## config.mk

```make
export PLATFORM = sky130hd
export DESIGN_NAME = ctl_round
export DESIGN_NICKNAME = d
export VERILOG_FILES = /design/src/rtl/ctl_round.sv
export SDC_FILE = /design/constraint.sdc
export NUM_CORES = 1
export LEC_CHECK = 0
export BUFFER_PORTS_ARGS = -buffer_cell sky130_fd_sc_hd__clkbuf_2
export CORE_UTILIZATION = 55
export CTS_CLUSTER_SIZE = 25
export DETAILED_ROUTE_END_ITERATION = 8
export GPL_ROUTABILITY_DRIVEN = 0
export PLACE_DENSITY = 0.86
export SYNTH_ARGS = -nofsm -noshare
export SYNTH_HDL_FRONTEND = slang
export SYNTH_SLANG_ARGS = --single-unit
```

## constraint.sdc

```tcl
create_clock -name clk -period 3.46 [get_ports clk]
set_input_delay 0.173 -clock clk [delete_from_list [all_inputs] [get_ports clk]]
set_output_delay 0.173 -clock clk [all_outputs]
set_load 0.02 [all_outputs]
```

## src/rtl/ctl_round.sv

```systemverilog
// rtl/ctl_round.sv - Duck Hunt round sequencer: launch, flight, scoring, rounds, game over
// Optional perfect-round bonus enabled by defining CTL_ROUND_BONUS_EN.
`timescale 1ns/1ps
module ctl_round #(
  parameter int N_DUCKS        = 2,
  parameter int AMMO           = 3,
  parameter int MAX_ROUNDS     = 10,
  parameter int TIMEOUT_FRAMES = 600,
  parameter int PAUSE_FRAMES   = 120,
  parameter int SCORE_DIGITS   = 2
) (
  input  logic                      clk,
  input  logic                      rst,
  input  logic                      new_frame,
  input  logic                      start,
  input  logic                      shot_fired,
  input  logic [N_DUCKS-1:0]        duck_hit,
  input  logic [N_DUCKS-1:0]        duck_gone,
  output logic [N_DUCKS-1:0]        duck_launch,
  output logic [N_DUCKS-1:0]        duck_active,
  output logic                      fly_away,
  output logic [3:0]                ammo_bcd,
  output logic [7:0]                round_bcd,
  output logic [4*SCORE_DIGITS-1:0] score_bcd,
  output logic [2:0]                state,
  output logic                      game_over
);

  typedef enum logic [2:0] {
    IDLE      = 3'd0,
    LAUNCH    = 3'd1,
    FLY       = 3'd2,
    ROUND_END = 3'd3,
    GAME_OVER = 3'd4
  } state_t;

  localparam int TW = $clog2(TIMEOUT_FRAMES + 1);
  localparam int PW = $clog2(PAUSE_FRAMES + 1);
  localparam logic [7:0]    MAX_ROUND_BCD = 8'((MAX_ROUNDS / 10) * 16 + (MAX_ROUNDS % 10));
  localparam logic [3:0]    AMMO_INIT     = 4'(AMMO);
  localparam logic [TW-1:0] TIMEOUT       = TW'(TIMEOUT_FRAMES);
  localparam logic [PW-1:0] PAUSE_LAST    = PW'(PAUSE_FRAMES - 1);

  state_t                    st;
  logic [TW-1:0]             timer, timer_next;
  logic [PW-1:0]             pause_cnt;
  logic [N_DUCKS-1:0]        mask, hit_valid, active_next;
  logic [3:0]                ammo_next, hit_cnt;
  logic [4*SCORE_DIGITS-1:0] score_hit;
  logic [7:0]                round_inc;
  logic                      fly_next;
`ifdef CTL_ROUND_BONUS_EN
  logic                      bonus_pend;
`endif

  // Adds a small value (< 10) to a packed BCD score; a carry out of the top digit pins it at all 9s.
  function automatic logic [4*SCORE_DIGITS-1:0] bcd_add_sat(
    input logic [4*SCORE_DIGITS-1:0] s,
    input logic [3:0]                n
  );
    logic [4*SCORE_DIGITS-1:0] r;
    logic [4:0]                d;
    logic [3:0]                c;
    r = s;
    c = n;
    for (int i = 0; i < SCORE_DIGITS; i++) begin
      d = {1'b0, s[4*i +: 4]} + {1'b0, c};
      if (d > 5'd9) begin
        r[4*i +: 4] = 4'(d - 5'd10);
        c = 4'd1;
      end else begin
        r[4*i +: 4] = d[3:0];
        c = 4'd0;
      end
    end
    if (c != 4'd0) r = {SCORE_DIGITS{4'h9}};
    return r;
  endfunction

  always_comb begin
    hit_valid = duck_hit & duck_active;
    hit_cnt   = '0;
    for (int i = 0; i < N_DUCKS; i++) hit_cnt = hit_cnt + {3'b000, hit_valid[i]};
    active_next = duck_active & ~duck_hit & ~duck_gone;
    ammo_next   = (shot_fired && ammo_bcd != 4'd0) ? ammo_bcd - 4'd1 : ammo_bcd;
    timer_next  = (new_frame && timer < TIMEOUT) ? timer + TW'(1) : timer;
    fly_next    = fly_away || (ammo_next == 4'd0 && active_next != '0) || (timer_next >= TIMEOUT);
    score_hit   = bcd_add_sat(score_bcd, hit_cnt);
    round_inc   = (round_bcd[3:0] == 4'd9) ? {round_bcd[7:4] + 4'd1, 4'd0}
                                           : {round_bcd[7:4], round_bcd[3:0] + 4'd1};
  end

  assign state = st;

  always_ff @(posedge clk or negedge rst) begin
    if (!rst) begin
      st          <= IDLE;
      duck_launch <= '0;
      duck_active <= '0;
      fly_away    <= 1'b0;
      ammo_bcd    <= '0;
      round_bcd   <= '0;
      score_bcd   <= '0;
      game_over   <= 1'b0;
      timer       <= '0;
      pause_cnt   <= '0;
      mask        <= '0;
`ifdef CTL_ROUND_BONUS_EN
      bonus_pend  <= 1'b0;
`endif
    end else begin
      duck_launch <= '0;
      case (st)
        IDLE, GAME_OVER: begin
          if (start) begin
            score_bcd <= '0;
            round_bcd <= 8'h01;
            ammo_bcd  <= AMMO_INIT;
            game_over <= 1'b0;
            st        <= LAUNCH;
          end
        end
        LAUNCH: begin
          duck_launch <= '1;
          duck_active <= '1;
          timer       <= '0;
          mask        <= '0;
          st          <= FLY;
        end
        FLY: begin
          ammo_bcd    <= ammo_next;
          duck_active <= active_next;
          mask        <= mask | hit_valid;
          score_bcd   <= score_hit;
          timer       <= timer_next;
          if (active_next == '0) begin
            st        <= ROUND_END;
            fly_away  <= 1'b0;
            pause_cnt <= '0;
`ifdef CTL_ROUND_BONUS_EN
            bonus_pend <= &(mask | hit_valid);
`endif
          end else begin
            fly_away <= fly_next;
          end
        end
        ROUND_END: begin
          fly_away <= 1'b0;
`ifdef CTL_ROUND_BONUS_EN
          if (bonus_pend) begin
            score_bcd  <= bcd_add_sat(score_bcd, 4'(N_DUCKS));
            bonus_pend <= 1'b0;
          end
`endif
          if (new_frame) begin
            if (pause_cnt == PAUSE_LAST) begin
              pause_cnt <= '0;
              if (round_bcd == MAX_ROUND_BCD) begin
                st        <= GAME_OVER;
                game_over <= 1'b1;
              end else begin
                round_bcd <= round_inc;
                ammo_bcd  <= AMMO_INIT;
                st        <= LAUNCH;
              end
            end else begin
              pause_cnt <= pause_cnt + PW'(1);
            end
          end
        end
        default: st <= IDLE;
      endcase
    end
  end

endmodule

```

==> flow_summary_export.csv, run 1 <==
group,metric,value,unit
setup_path,cp.arrival,3.39,ns
route,drt-initial-drc-count,177,
setup_path,crit_path_max_fanout,6,
setup_path,crit_family,"adder cells",
route,vias_per_cell,6.103,
setup_path,worst-path-buf-inv,1,
floorplan,rows,25,
sta,hold_viol_final,0,
synthesis,synth-main-ff-cell,"dfrtp_1",
cts,clk_pin_slew,0.08,ns
placed_design,io_buffers,37,
setup_path,startpoint_type,"flip-flop",
setup_path,path_class,"flip-flop to flip-flop",
synthesis,syn_inst,310,
global_route,grt_pass1_wl,10750,microns
floorplan,start_util,57.93,%
cts,clkSinkCount,45,
placed_design,placedCellCount,407,
sta,fin_crit,3.174,ns
global_route,grt_pass1_vias,2351,
synthesis,synth_top_area_share,40.61,%
synthesis,synth-seq-area-share,40.61,%
layout,final_cells,416,
global_route,antenna_found_initial,0,
layout,antenna_cells,0,
sta,hold_slack,0.1799,ns
floorplan,dieArea,0.005329,sq mm
route,vias,2539,
route,avgRoutedWirePerCell,15.21,microns
route,drc,0,
cts,root_buffer,"clkbuf_8",
setup_path,required,3.68,ns
synthesis,synthesis.nets,332,
cts,worstSkewPairLatency,0.31,ns
cts,cts_max_level,2,
cts,cts_tree,"done",
sta,max_slew.worst_pin.slew,0.8287,ns
sta,clock_skew,0.01037,ns
global_route,overflow,0,
route,drt_first_pass_iters,5,
sta,setup_viol,0,
synthesis,synth_cell_types,59,
cts,clk_path_buf_depth,2,
synthesis,synth_area_leaders,"dfrtp_1 41%, ha_1 5.4%, o21ai_0 5.1%",
layout,postLayoutCoreUtil,65.36,%
synthesis,synthArstFlopShare,100.0,%
synthesis,yosys_register_bits,45,
synthesis,synth_area_per_cell,8.944,sq um
layout,fin_area,0.003128,sq mm
layout,syn_to_final_growth,12.82,%
floorplan,fp.dieW,73,microns
flow_run,cap_violations,0,
floorplan,ios,38,
route,wl,6329,microns
sta,relSlewSlack,44.38,%
placed_design,hpwl,4478,microns
status,outcome,"complete, no violations",
sta,drv_slew,0,
floorplan,fp.dieH,73,microns
layout,fin_nets,370,
synthesis,synth.most_common_cell,"dfrtp_1",
power_and_ir_drop,irDropWorstVdd,0.5101,mV
sta,fmax,315.0,MHz
synthesis,yosys-top-cells-count,"45 x dfrtp_1, 31 x nor2_1, 29 x nand2_1",
synthesis,synth-edff-count,0,
floorplan,core_area,0.004786,sq mm
power_and_ir_drop,powerDensity,697.2,mW/mm^2
placed_design,placed_area,0.002998,sq mm
setup_path,cpMaxStageDelayCell,"fa_1",
synthesis,ys_warn_count,0,
global_route,grt_usage,26.22,%
layout,drive_gt1_share,18.05,%
global_route,grt_start_max_net_pins,32,
cts,numCtsBuffers,5,
setup_path,endpoint_kind,"flip-flop",
sta,setup_tns,0,ns
synthesis,yosysTopAreaCell,"dfrtp_1",
sta,fin_crit_sh,91.74,%
worst_hold_path,min_path_type,"input pin to flip-flop",
setup_path,slowest_delay,0.41,ns
setup_path,crit_path_frequent_cell,"nand2_1",
setup_path,cp_cell_sequence,"nand2_1 -> fa_1 -> inv_1 -> ha_2 -> nand2b_1 -> mux2i_1 -> a21oi_1 -> ha_1 -> ha_1 -> nand2_1 -> o21a_1 -> o22ai_2 -> nand2_1 -> o31ai_1 -> o2bb2ai_1",
power_and_ir_drop,p_leak,1.482,nW
route,ant_nets,0,
sta,rsz0062_at_grt,"false",
synthesis,synth_area,0.002773,sq mm
layout,nFillCells,396,
==> metal layers <==
layer / wire length (microns) / GRT usage, %
met1: 2892 / 34.52
met2: 3037 / 41.98
met3: 300 / 6.077
met4: 99 / 10.02
met5: 0 / 0
==> registers in the layout, indices dropped and copies added, names as in the netlist <==
name and count:
pause_cnt 7, round_bcd 8, duck_active 2, game_over 1, timer 10, ammo_bcd 4
score_bcd 8, state 3, fly_away 1, duck_launch 1
==> layout by cell type (no fill, tap or decap), types with 2 or more instances in the layout <==
master | synthesis | routed
a21o_1 | 3 | 3
a21oi_1 | 23 | 23
a22o_1 | 7 | 7
a22oi_1 | 2 | 2
a31o_2 | 2 | 2
a31oi_1 | 3 | 3
and2_1 | 3 | 3
and3_1 | 3 | 3
buf_4 | 2 | 3
clkbuf_2 | 0 | 37
clkbuf_8 | 1 | 5
dfrtp_1 | 45 | 45
ha_1 | 12 | 11
inv_1 | 16 | 16
mux2_2 | 3 | 3
mux2i_1 | 4 | 4
nand2_1 | 29 | 29
nand2b_1 | 6 | 6
nand3_1 | 13 | 13
nand3b_1 | 2 | 2
nand4_1 | 4 | 4
nor2_1 | 31 | 31
nor2b_1 | 5 | 5
nor3_1 | 3 | 3
nor3b_1 | 2 | 2
nor3b_2 | 2 | 2
o21ai_0 | 28 | 28
o21ai_1 | 2 | 2
o22a_1 | 2 | 2
o22ai_1 | 4 | 3
o311ai_0 | 2 | 2
o31ai_1 | 6 | 6
o41ai_1 | 3 | 3
xnor2_1 | 6 | 6
xor2_1 | 2 | 2
==> through the flow <==
stage / setup slack (ns) / power, W
floorplan: 0.3415 / 0.001489
global placement: 0.4229 / 0.001716
detailed placement: 0.2215 / 0.001764
CTS: 0.1879 / 0.002174
global route: 0.01678 / 0.002342
finish: 0.2856 / 0.002181
==> worst reg2reg max path, delay by kind of cell (launching register included) <==
kind,cells,cell delay (ns)
buf+inv,1,0.08
flops,1,0.40
compound gates,5,0.99
mux,1,0.09
simple gates,4,0.46
fa+ha+maj,4,1.08
==> layout make-up <==
| cell class | instances | area, sq um | share of cell area (%) |
|---|---|---|---|
| clock inverters | 2 | 38.79 | 1.240 |
| flip-flops and latches | 45 | 1126 | 36.00 |
| inverters | 16 | 60.06 | 1.920 |
| well taps | 67 | 83.83 | 2.680 |
| repair buffers | 41 | 217.7 | 6.960 |
| multi-input cells | 239 | 1529 | 48.88 |
| clock buffers | 6 | 72.57 | 2.320 |
==> worst paths after layout <==
path	from	endpoint	slack (ns)	depth (start not counted)
worst min-delay path	duck_gone[1]	duck_active[1]$_DFFE_PN0N_	0.18	3
worst max register to register	duck_active[0]$_DFFE_PN0N_	score_bcd[2]$_DFFE_PN0P_	0.29	15
worst max-delay path	duck_active[0]$_DFFE_PN0N_	score_bcd[2]$_DFFE_PN0P_	0.29	15
min in group asynchronous	rst	round_bcd[4]$_DFFE_PN0P_	0.32	2
worst min register to register	pause_cnt[6]$_DFFE_PN0P_	pause_cnt[6]$_DFFE_PN0P_	0.49	1
max in group asynchronous	rst	timer[5]$_DFFE_PN0N_	2.39	3
==> logic make-up (layout without fill, tap and decap cells) <==
| family | after synthesis | count (layout) | share of synthesized area (%) |
|---|---|---|---|
| fa+ha+maj | 13 | 13 | 6.137 |
| compound gates | 95 | 95 | 21.75 |
| mux | 7 | 7 | 2.662 |
| xor+xnor | 8 | 8 | 2.527 |
| buf+inv | 26 | 65 | 4.557 |
| flops | 45 | 45 | 40.61 |
| simple gates | 116 | 116 | 21.75 |
==> what timing repair did <==
action	CTS	global route
endpoints found under the setup margin	0	5
gates resized for setup	0	2
endpoints found under the hold margin	14	0
buffers inserted	0	0
hold buffers	1	0
==> power by group <==
group	switching (W)	internal, W
clock network	0.000188	0.000217
registers	0.000163	0.000649
logic	0.000618	0.000346
Power figures use the tool's default switching activity.
==> inputs of run 2 (changes only) <==
Settings changed: ABC_AREA from default to 1.
==> run 2 against run 1 <==
Effect of this change:
- clock power fell by 18%
- sequential share of layout area decreased by 0.61 points
- utilization is 0.69 points higher
- sequential power down 2%
- largest power group unchanged
- highest routed layer unchanged
==> flow_summary_export.csv, run 2 <==
group,metric,value,unit
route,avgRoutedWirePerCell,12.16,microns
layout,syn_to_final_growth,12.72,%
setup_path,startpoint_type,"flip-flop",
floorplan,start_util,58.60,%
layout,reg_top3,"timer (10), round_bcd (8), score_bcd (8)",
cts,numCtsBuffers,5,
cts,cts_max_level,2,
synthesis,synth_cell_types,34,
cts,post_cts.repair.setup_buffers,0,
synthesis,synth_area,0.002823,sq mm
cts,worstSkewPairLatency,0.29,ns
layout,largest-register,"timer",
sta,rsz0062_at_grt,"false",
layout,final_cell_mix,"96 x nand2_1, 60 x inv_1, 45 x dfrtp_1",
route,drt_first_pass_iters,4,
floorplan,dieArea,0.005423,sq mm
sta,setup_viol,0,
cts,root_buffer,"clkbuf_8",
route,vias,2553,
layout,largest_reg_flops,10,
global_route,grt_pass1_vias,2474,
global_route,grt_pass1_wl,10700,microns
floorplan,core_area,0.004817,sq mm
route,wl,5945,microns
synthesis,synth-edff-count,0,
sta,hold_viol_final,0,
power_and_ir_drop,powerDensity,699.1,mW/mm^2
synthesis,synthArstFlopShare,100.0,%
setup_path,cp.arrival,3.31,ns
floorplan,rows,25,
global_route,grt_start_max_net_pins,35,
route,ant_nets,0,
sta,relSlewSlack,62.98,%
cts,clk_pin_slew,0.09,ns
placed_design,hpwl,4567,microns
floorplan,ios,38,
setup_path,required,3.67,ns
layout,fin_nets,443,
sta,fin_crit_sh,89.59,%
power_and_ir_drop,irDropWorstVdd,0.5136,mV
setup_path,endpoint_kind,"flip-flop",
setup_path,path_class,"flip-flop to flip-flop",
setup_path,crit_path_max_fanout,4,
synthesis,synth_top_area_share,39.89,%
synthesis,syn_inst,378,
route,drc,0,
synthesis,synth_area_per_cell,7.467,sq um
sta,max_slew.worst_pin.slew,0.5517,ns
sta,clock_skew,0.004860,ns
layout,final_common_cell,"nand2_1",
route,drt-initial-drc-count,221,
status,outcome,"complete, no violations",
flow_run,cap_violations,0,
sta,drv_slew,0,
synthesis,synthesis.nets,400,
synthesis,yosys_register_bits,45,
synthesis,ys_warn_count,0,
floorplan,fp.dieH,73.64,microns
synthesis,synth_area_leaders,"dfrtp_1 40%, nand2_1 13%, inv_1 8.0%",
cts,clkSinkCount,45,
global_route,overflow,0,
sta,fin_crit,3.100,ns
sta,hold_slack,0.1923,ns
power_and_ir_drop,p_leak,1.691,nW
layout,fin_area,0.003182,sq mm
layout,drive_gt1_share,16.11,%
cts,cts_tree,"done",
synthesis,synth.most_common_cell,"nand2_1",
global_route,grt_usage,25.33,%
layout,nFillCells,420,
synthesis,yosysTopAreaCell,"dfrtp_1",
power_and_ir_drop,finalPower,0.002224,W
synthesis,synth-seq-area-share,39.89,%
cts,clk_path_buf_depth,2,
placed_design,placed_area,0.003082,sq mm
synthesis,synth-main-ff-cell,"dfrtp_1",
sta,setup_tns,0,ns
layout,antenna_cells,0,
floorplan,fp.dieW,73.64,microns
worst_hold_path,min_path_type,"input pin to flip-flop",
placed_design,io_buffers,37,
route,vias_per_cell,5.221,
sta,fmax,322.6,MHz
global_route,antenna_found_initial,0,
synthesis,yosys-top-cells-count,"96 x nand2_1, 60 x inv_1, 45 x dfrtp_1",
## run 2: per-layer routing
| layer | part of all wire [%] | track usage [%] | routed length [microns] | vias up |
|---|---|---|---|---|
| li1 | - | - | - | 1302 |
| met1 | 44 | 32.92 | 2634 | 1199 |
| met2 | 51 | 43.02 | 3026 | 48 |
| met3 | 4.1 | 4.527 | 243 | 4 |
| met4 | 0.67 | 7.906 | 40 | 0 |
| met5 | 0 | 0 | 0 | - |
## run 2: logic make-up (layout without fill, tap and decap cells)
kind of cell / after synthesis / after routing / synth area share, %
AOI/OAI and AO/OA: 58 / 58 / 12.19
xor gates and xnor gates: 8 / 8 / 2.482
adders and majority gates: 13 / 13 / 6.028
buffers and inverters: 71 / 115 / 9.796
DFF: 45 / 45 / 39.89
muxes: 1 / 1 / 0.3546
and+or+nand+nor: 182 / 182 / 29.26
## run 2: repair_timing
item | 4_1_cts | 5_1_grt
hold buffers | 1 | 0
gates resized for setup | 0 | 0
hold endpoints to repair | 11 | 0
## run 2: path summary, 6_finish.rpt
kind                                                 start                    endpoint  slack [ns]  depth (start not counted)
worst max-delay path            duck_active[0]$_DFFE_PN0N_    score_bcd[2]$_DFFE_PN0P_        0.36                         17
worst min-delay path                          duck_gone[1]  duck_active[1]$_DFFE_PN0N_        0.19                          4
worst max register to register  duck_active[0]$_DFFE_PN0N_    score_bcd[2]$_DFFE_PN0P_        0.36                         17
worst min register to register       game_over$_DFFE_PN0P_       game_over$_DFFE_PN0P_        0.55                          2
max in group asynchronous                              rst    score_bcd[2]$_DFFE_PN0P_        2.45                          3
min in group asynchronous                              rst    round_bcd[5]$_DFFE_PN0P_        0.28                          2
## run 2: worst max-delay path, stage by stage (launching register included)
cell and delay [ns]:
dfrtp_1 0.40, nand2_1 0.09, fa_1 0.39, inv_1 0.08
ha_1 0.17, xnor2_1 0.18, nand2_1 0.09, nand2_1 0.10
nand2_1 0.10, ha_1 0.21, ha_1 0.21, xnor2_1 0.21
nand2_1 0.07, a21oi_1 0.26, nand2_1 0.17, a21oi_1 0.14
nand2_1 0.06, o21ai_0 0.08
## run 2: power breakdown
| part | switching (W) | internal (W) |
|---|---|---|
| clock network | 0.000187 | 0.000143 |
| logic | 0.000758 | 0.000343 |
| registers | 0.000142 | 0.000651 |
| total | 0.00109 | 0.00114 |
## run 2: area by class of cell
| cell class | count | area, sq um | share of cell area [%] |
|---|---|---|---|
| sequential | 45 | 1126 | 35.39 |
| clock buffer | 5 | 68.82 | 2.163 |
| inverter | 68 | 259.0 | 8.140 |
| multi-input combinational | 262 | 1420 | 44.63 |
| timing repair buffer | 39 | 202.7 | 6.370 |
| clock inverter | 3 | 21.27 | 0.6685 |
| tap | 67 | 83.83 | 2.635 |
## run 2: through the flow
step / setup WS (ns) / utilization [%] / cells
floorplan: 0.5544 / - / 378
global placement: 0.5413 / 63.97 / 480
detailed placement: 0.3785 / 63.97 / 480
CTS: 0.3330 / 66.05 / 489
global route: 0.02833 / 66.05 / 489
finish: 0.3601 / 66.05 / 489
